$ cat config.mk
export PLATFORM = sky130hd
export DESIGN_NAME = reg_pipeline
export DESIGN_NICKNAME = d
export VERILOG_FILES = /design/src/rtl/reg_pipeline_pkg.sv /design/src/rtl/reg_pipeline_stage.sv /design/src/rtl/reg_pipeline.sv
export SDC_FILE = /design/constraint.sdc
export NUM_CORES = 1
export LEC_CHECK = 0
export ABC_CLOCK_PERIOD_IN_PS = 1540
export CAP_MARGIN = 20
export CORE_MARGIN = 2
export CORE_UTILIZATION = 30
export CTS_BUF_LIST = sky130_fd_sc_hd__clkbuf_8
export CTS_CLUSTER_SIZE = 24
export DETAILED_ROUTE_END_ITERATION = 10
export SETUP_SLACK_MARGIN = 0.3
export SLEW_MARGIN = 5
export SYNTH_ARGS = -nofsm -noshare
export SYNTH_HDL_FRONTEND = slang
export SYNTH_SLANG_ARGS = --single-unit
$ cat constraint.sdc
create_clock -name clk -period 1.54 [get_ports clk]
set_input_delay 0.231 -clock clk [delete_from_list [all_inputs] [get_ports clk]]
set_output_delay 0.231 -clock clk [all_outputs]
set_load 0.005 [all_outputs]
$ cat src/rtl/reg_pipeline_pkg.sv
// reg_pipeline_pkg
//   Shared helpers for the elastic register pipeline.
//   cnt_op_e / cnt_op() classify how the occupancy counter moves in a cycle
//   given the input-side and output-side transfer strobes.
package reg_pipeline_pkg;

    typedef enum logic [1:0] {
        CNT_HOLD,
        CNT_INC,
        CNT_DEC
    } cnt_op_e;

    // Both transfers in the same cycle cancel out.
    function automatic cnt_op_e cnt_op(input logic in_xfer, input logic out_xfer);
        cnt_op_e op;
        op = CNT_HOLD;
        if (in_xfer && !out_xfer) op = CNT_INC;
        if (!in_xfer && out_xfer) op = CNT_DEC;
        return op;
    endfunction

endpackage

$ cat src/rtl/reg_pipeline_stage.sv
// pipe_stage
//   One register stage of the elastic pipeline.
//   Ports:
//     clk, reset_n        clock, asynchronous active-low reset
//     flush               synchronous clear of the valid bit (data held)
//     up_valid, up_data   upstream stage (or producer) output
//     dn_ready            downstream stage (or consumer) ready
//     valid_q, data_q     registered stage contents
//     rdy                 stage can load this cycle (empty or downstream ready)
module pipe_stage #(
    parameter int WIDTH = 8
) (
    input  logic             clk,
    input  logic             reset_n,
    input  logic             flush,
    input  logic             up_valid,
    input  logic [WIDTH-1:0] up_data,
    input  logic             dn_ready,
    output logic             valid_q,
    output logic [WIDTH-1:0] data_q,
    output logic             rdy
);

    // An empty stage loads even when downstream is stalled: bubble collapse.
    assign rdy = !valid_q || dn_ready;

    always_ff @(posedge clk or negedge reset_n) begin
        if (!reset_n) begin
            valid_q <= 1'b0;
            data_q  <= '0;
        end else if (flush) begin
            valid_q <= 1'b0;
        end else if (rdy) begin
            valid_q <= up_valid;
            if (up_valid) data_q <= up_data;
        end
    end

endmodule

$ cat src/rtl/reg_pipeline.sv
// reg_pipeline
//   Elastic chain of DEPTH register stages, WIDTH bits each, with a
//   valid/ready handshake on both ends, synchronous flush and an occupancy
//   count.
//   Ports:
//     clk, reset_n               clock, asynchronous active-low reset
//     flush                      drop all held items (blocks transfers)
//     in_valid, in_data, in_ready    producer handshake
//     out_valid, out_data, out_ready consumer handshake (last stage)
//     count                      items currently held, 0..DEPTH
module reg_pipeline
    import reg_pipeline_pkg::*;
#(
    parameter  int WIDTH = 8,
    parameter  int DEPTH = 4,
    localparam int CW    = $clog2(DEPTH + 1)
) (
    input  logic             clk,
    input  logic             reset_n,
    input  logic             flush,
    input  logic             in_valid,
    input  logic [WIDTH-1:0] in_data,
    output logic             in_ready,
    output logic             out_valid,
    output logic [WIDTH-1:0] out_data,
    input  logic             out_ready,
    output logic [CW-1:0]    count
);

    logic [DEPTH-1:0] valid_q;
    logic [WIDTH-1:0] data_q [DEPTH];
    logic [CW-1:0]    count_q, count_d;
    logic             in_xfer, out_xfer;

    // The ready chain is kept in per-stage scalars rather than one vector so
    // the combinational path from out_ready to in_ready is not a self-loop.
    for (genvar i = 0; i < DEPTH; i++) begin : g_stage
        logic             up_v;
        logic [WIDTH-1:0] up_d;
        logic             dn_w;
        logic             rdy_w;

        if (i == 0) begin : g_head
            assign up_v = in_valid;
            assign up_d = in_data;
        end else begin : g_body
            assign up_v = valid_q[i-1];
            assign up_d = data_q[i-1];
        end

        if (i == DEPTH - 1) begin : g_tail
            assign dn_w = out_ready;
        end else begin : g_mid
            assign dn_w = g_stage[i+1].rdy_w;
        end

        pipe_stage #(.WIDTH(WIDTH)) u_stage (
            .clk      (clk),
            .reset_n  (reset_n),
            .flush    (flush),
            .up_valid (up_v),
            .up_data  (up_d),
            .dn_ready (dn_w),
            .valid_q  (valid_q[i]),
            .data_q   (data_q[i]),
            .rdy      (rdy_w)
        );
    end

    assign in_ready  = g_stage[0].rdy_w && !flush;
    assign out_valid = valid_q[DEPTH-1] && !flush;
    assign out_data  = data_q[DEPTH-1];

    assign in_xfer  = in_valid && in_ready;
    assign out_xfer = out_valid && out_ready;

    always_comb begin
        count_d = count_q;
        unique case (cnt_op(in_xfer, out_xfer))
            CNT_INC:  count_d = count_q + CW'(1);
            CNT_DEC:  count_d = count_q - CW'(1);
            default:  count_d = count_q;
        endcase
    end

    always_ff @(posedge clk or negedge reset_n) begin
        if (!reset_n) begin
            count_q <= '0;
        end else if (flush) begin
            count_q <= '0;
        end else begin
            count_q <= count_d;
        end
    end

    assign count = count_q;

endmodule

# Word-level counts from Yosys, hierarchy flattened
# Cells that the tools add are included.
[totals]
ff_bits = 39
wordCells = 52
[classes]
reduce_logical = 26
addsub = 2
n_eq_ne = 2
bitwise = 1
muxes = 12
[op_table]
columns = ["cell", "n"]
rows = [
  ["$reduce_and 3->1", 4],
  ["$mux 1", 9],
  ["$reduce_bool 2->1", 4],
  ["$logic_not 1->1", 7],
  ["$logic_and 1x1->1", 6],
  ["$pmux 3 s2", 1],
  ["$logic_or 1x1->1", 4],
  ["$add 3x1->3 const B", 1],
  ["$mux 3", 1],
  ["$reduce_bool 3->1", 1],
  ["$sub 3x1->3 const B", 1],
  ["$eq 2x1->1 const B", 1],
  ["$eq 2x2->1 const B", 1],
  ["$mux 2", 1],
  ["$not 1->1", 1],
]

# Depth between registers and ports, before layout
[depth]
depth_word = 13
ltp_mapped = 7

# Cells and area by module
# From an unflattened synthesis, not the netlist that was laid out.
[hier_totals]
cells_unflattened = 113
hier_area_um2 = 1692.9
[modules_own_cells]
columns = ["mod", "cells_each", "area_per_inst_um2", "seq_area_each_um2", "n_inst"]
rows = [
  ["pipe_stage", 22, 359.1, 225.2, 4],
  ["reg_pipeline", 25, 256.5, 75.1, 1],
]

# Worst setup path after synthesis
# Ideal clock, no wire load.
[synth_timing]
path_kind = "in2reg"
from = "input port flush"
to = "register count_q[2], in the netlist count[2]"
arrival_ps = 1570
setup_time_ps = 126
required_ps = 1414
path_stages = 7
n_path_buf = 2
slack_ps = -156
cell_sequence = "buf_2 -> clkbuf_1 -> nor3_1 -> fa_1 -> nand2_1 -> nor2_1 -> o32a_1"
[synth_between]
elab_chain_len = 10
[synth_rtl]
columns = ["element", "line_no", "rtl"]
rows = [
  ["start: declaration", "reg_pipeline.sv:20", "input logic flush,"],
  ["$logic_not 1->1", "reg_pipeline.sv:70, reg_pipeline.sv:71", ""],
  ["$logic_and 1x1->1", "reg_pipeline.sv:71", "assign out_valid = valid_q[DEPTH-1] && !flush;"],
  ["$logic_and 1x1->1", "reg_pipeline.sv:75", "assign out_xfer = out_valid && out_ready;"],
  ["$logic_not 1->1", "reg_pipeline_pkg.sv:17", "if (in_xfer && !out_xfer) op = CNT_INC;"],
  ["$logic_and 1x1->1", "reg_pipeline_pkg.sv:17", ""],
  ["$mux 1", "reg_pipeline_pkg.sv:17", ""],
  ["$mux 2", "reg_pipeline_pkg.sv:18", "if (!in_xfer && out_xfer) op = CNT_DEC;"],
  ["$eq 2x2->1 / $eq 2x1->1 (equally long branches)", "reg_pipeline.sv:79", "unique case (cnt_op(in_xfer, out_xfer))"],
  ["$pmux 3 s2", "reg_pipeline.sv:79", ""],
  ["$mux 3", "reg_pipeline.sv:89", "end else if (flush) begin"],
  ["end signal: assignment", "reg_pipeline.sv:92", "count_q <= count_d;"],
  ["end: declaration", "reg_pipeline.sv:32", "logic [CW-1:0] count_q, count_d;"],
]
# Parallel ways exist; a longest one is shown, timed or not.
# A chain may end at the register's enable or synchronous reset.

# Worst setup path in the final report
[layout_timing]
from = "register g_stage[3].u_stage.valid_q"
to = "register g_stage[2].u_stage.data_q[7]"
[layout_between]
elab_chain_len = 4
[layout_rtl]
columns = ["element", "line_no", "rtl"]
rows = [
  ["start: declaration", "reg_pipeline_stage.sv:19", "output logic valid_q,"],
  ["start signal: assignment", "reg_pipeline_stage.sv:34", "valid_q <= up_valid;"],
  ["$logic_not 1->1", "reg_pipeline_stage.sv:25", "assign rdy = !valid_q || dn_ready;"],
  ["$logic_or 1x1->1 (2 in a row)", "reg_pipeline_stage.sv:25", ""],
  ["$reduce_and 3->1 (no line)", "n/a", ""],
  ["end signal: assignment", "reg_pipeline_stage.sv:35", "if (up_valid) data_q <= up_data;"],
  ["end: declaration", "reg_pipeline_stage.sv:20", "output logic [WIDTH-1:0] data_q,"],
]
# Every way passes these cells.

==> impl_metrics.tcl <==
set metrics [dict create \
    status "complete, but fails checks" \
    violations "negative setup slack" \
    multi_input_comb_area_um2 732 \
    num_rows 26 \
    seqCellArea_um2 976 \
    final_util_pct 46.6 \
    worst_setup_path_start_kind "flip-flop" \
    power.total_mw 3.08 \
    cpPeakStageDelay_ns 0.40 \
    gp_congestion 0.734 \
    stdcell_count 246 \
    synth_area_leaders "dfrtp_1, mux2_2, mux2_4" \
    antenna_found_initial 0 \
    cp_top_family "simple AND/OR/NAND/NOR gates" \
    gr-usage-all-layers_pct 11.9 \
    setup_viol 17 \
    drtIter0Drc 35 \
    synth_top_area_cell "dfrtp_1" \
    max_freq_ghz 0.627 \
    syn_inst 113 \
    cp_cell_sequence "and3b_2 > or3b_1 > buf_6 > mux2_4" \
    die_w_um 78.1 \
    start_util_pct 31.7 \
    ys_async_sr_fraction_pct 100 \
    synth_edf_count 0 \
    seq_area_frac_synth_pct 59.2 \
    dpl_cell_area_mm2 0.00208 \
    finalSetupTns_ns -0.549 \
    yosys_register_bits 39 \
    core_mm2 0.00520 \
    met1_usage_pct 14.4 \
    grt_pass1_vias 1159 \
    grt_use_met2_pct 20.2 \
    path_class "reg -> reg" \
    path_clk_slew_ns 0.08 \
    cp_max_fo 8 \
    overflow 0 \
    p_sw_uw 748 \
    end_kind "flip-flop" \
    via_count 1096 \
    vdd_ir_drop_max_v 0.000702 \
    rsz0062_at_grt "yes" \
    pwr-share-clk_pct 28.0 \
    powerDensity_mw_per_mm2 1270 \
    skew_ns 0.00763 \
    num-nets-final 189 \
    place_ws_ns -0.425 \
    grt_max_degree 27 \
    drv_slew 0 \
    setup.worst_path.start "g_stage[3].u_stage.valid_q" \
    setup_ws_ns -0.0552 \
    yosysWarnings 0 \
    whs_ns 0.452 \
    cts_made_buffers 5 \
    syn-num-nets 127 \
    fin_crit_ns 1.60 \
    cp.arrival_ns 1.77 \
    p_int_mw 2.33 \
    path_buf_inv 1 \
    antenna_left 0 \
    placed_cells 219 \
    clock_latency_ns 0.29 \
    p_leak_nw 1.17 \
    design.die.area_mm2 0.00611 \
    hold_viol_final 0 \
    final_area_mm2 0.00243 \
    routedWlPerCell_um 13.3 \
    n_antenna_cell 0 \
    cts_tree "done" \
    use_met3_pct 2.99 \
    dr.pass1.iters 4 \
    pwr-share-comb_pct 25.0 \
    drc 0 \
    synthFlopType "dfrtp_1" \
    r2r-start "g_stage[3].u_stage.valid_q" \
    synth_common_cells "dfrtp_1, mux2_2, nor2_1, mux2_4, a21oi_1" \
    avgViaCountPerCell 4.46 \
    hold_class "in -> async" \
    grt-busiest-layer "met2" \
    die_h_um 78.1 \
    post-route-period-util_pct 104 \
    clock-root-buffer "clkbuf_8" \
    synth.distinct_cells 29 \
    area_growth_pct 47.1 \
    worst_path_max_delay_cell "dfrtp_1" \
    worstMarginPinSlew_ns 0.548 \
    io_pins 26 \
    p_seq_share_pct 47.0 \
    grt_first_pass_wirelength_mm 5.70 \
    wirelength_mm 3.28 \
    dp_hpwl_mm 2.26 \
    netlist_area_mm2 0.00165 \
    fillers 464 \
    slew_headroom_pct 63.5 \
    switching_share_pct 24.3 \
    postSynthAreaPerCell_um2 14.6 \
    io_buffers 25 \
    cp_data_required_time_ns 1.72 \
    htreeDepth 2 \
    yosys.area.top_type_share_pct 59.2 \
    clkSinkCount 39 \
    clk_path_buf_depth 2 \
    drive_above_1_share_pct 52.3 \
    maxCapViolCount 0 \
    synth.most_common_cell "dfrtp_1" \
]
-- repair_timing --
item,in CTS,in global routing
buffers inserted,12,5
hold buffers,1,0
endpoints found under the setup margin,48,39
resized for setup,42,12
pin swaps,6,6
cloned,1,0
hold endpoints to repair,24,0
-- registers in the layout (all words and copies together), names as in the netlist --
signal	count
g_stage.u_stage.data_q	32
g_stage.u_stage.valid_q	4
count	3
-- routing by layer --
layer	vias to the layer above	wire length (um)
met3	4	105
met5	-	0
li1	525	-
met4	0	49
met2	20	1630
met1	547	1490
-- cell type report --
| type | count | area share, % |
|---|---|---|
| Sequential cell | 39 | 40.2 |
| Clock inverter | 3 | 1.91 |
| Inverter | 1 | 0.155 |
| Clock buffer | 5 | 2.84 |
| Multi-Input combinational cell | 69 | 30.2 |
| Tap cell | 70 | 3.61 |
| Timing Repair Buffer | 59 | 21.1 |
-- power groups by stage --
stage	combinational (mW)	sequential [mW]	clock [mW]
detailed placement	0.643	1.48	0
floorplan	0.341	1.43	0
global placement	0.615	1.46	0
finish	0.770	1.45	0.864
global route	0.832	1.49	0.930
CTS	0.766	1.45	0.889
-- path summary, 6_finish.rpt --
check	slack (ns)	cells after the start	to
max	-0.06	4	g_stage[2].u_stage.data_q[7]
min	0.45	2	g_stage[0].u_stage.data_q[2]
max reg2reg	-0.06	4	g_stage[2].u_stage.data_q[7]
min reg2reg	0.51	1	g_stage[0].u_stage.data_q[4]
max in group asynchronous	0.54	3	count[1]
min in group clk	0.51	1	g_stage[0].u_stage.data_q[4]
-- kinds of logic (layout without fill, tap and decap cells) --
group / count (synthesis) / in the layout / synth area share [%]
AOI/OAI and AO/OA: 9 / 10 / 3.64
xor gates and xnor gates: 1 / 1 / 0.531
adders and majority gates: 1 / 1 / 1.21
buffers and inverters: 6 / 68 / 2.81
DFF: 39 / 39 / 59.2
muxes: 33 / 33 / 24.3
and+or+nand+nor: 24 / 24 / 8.35
-- layout by cell type, fill, tap and decap left out, types with 2 or more instances in the layout --
cell type	synthesis	routed
buf_2	1	3
buf_6	3	8
buf_4	0	24
mux2_4	8	16
dfrtp_1	39	39
clkdlybuf4s50_1	0	9
a211o_4	0	2
clkbuf_8	0	5
mux2_2	24	16
a21oi_1	5	3
and3b_2	1	2
clkbuf_2	0	2
dlygate4sd2_1	0	11
nor2_1	9	9
(Power assumes the default switching activity.)
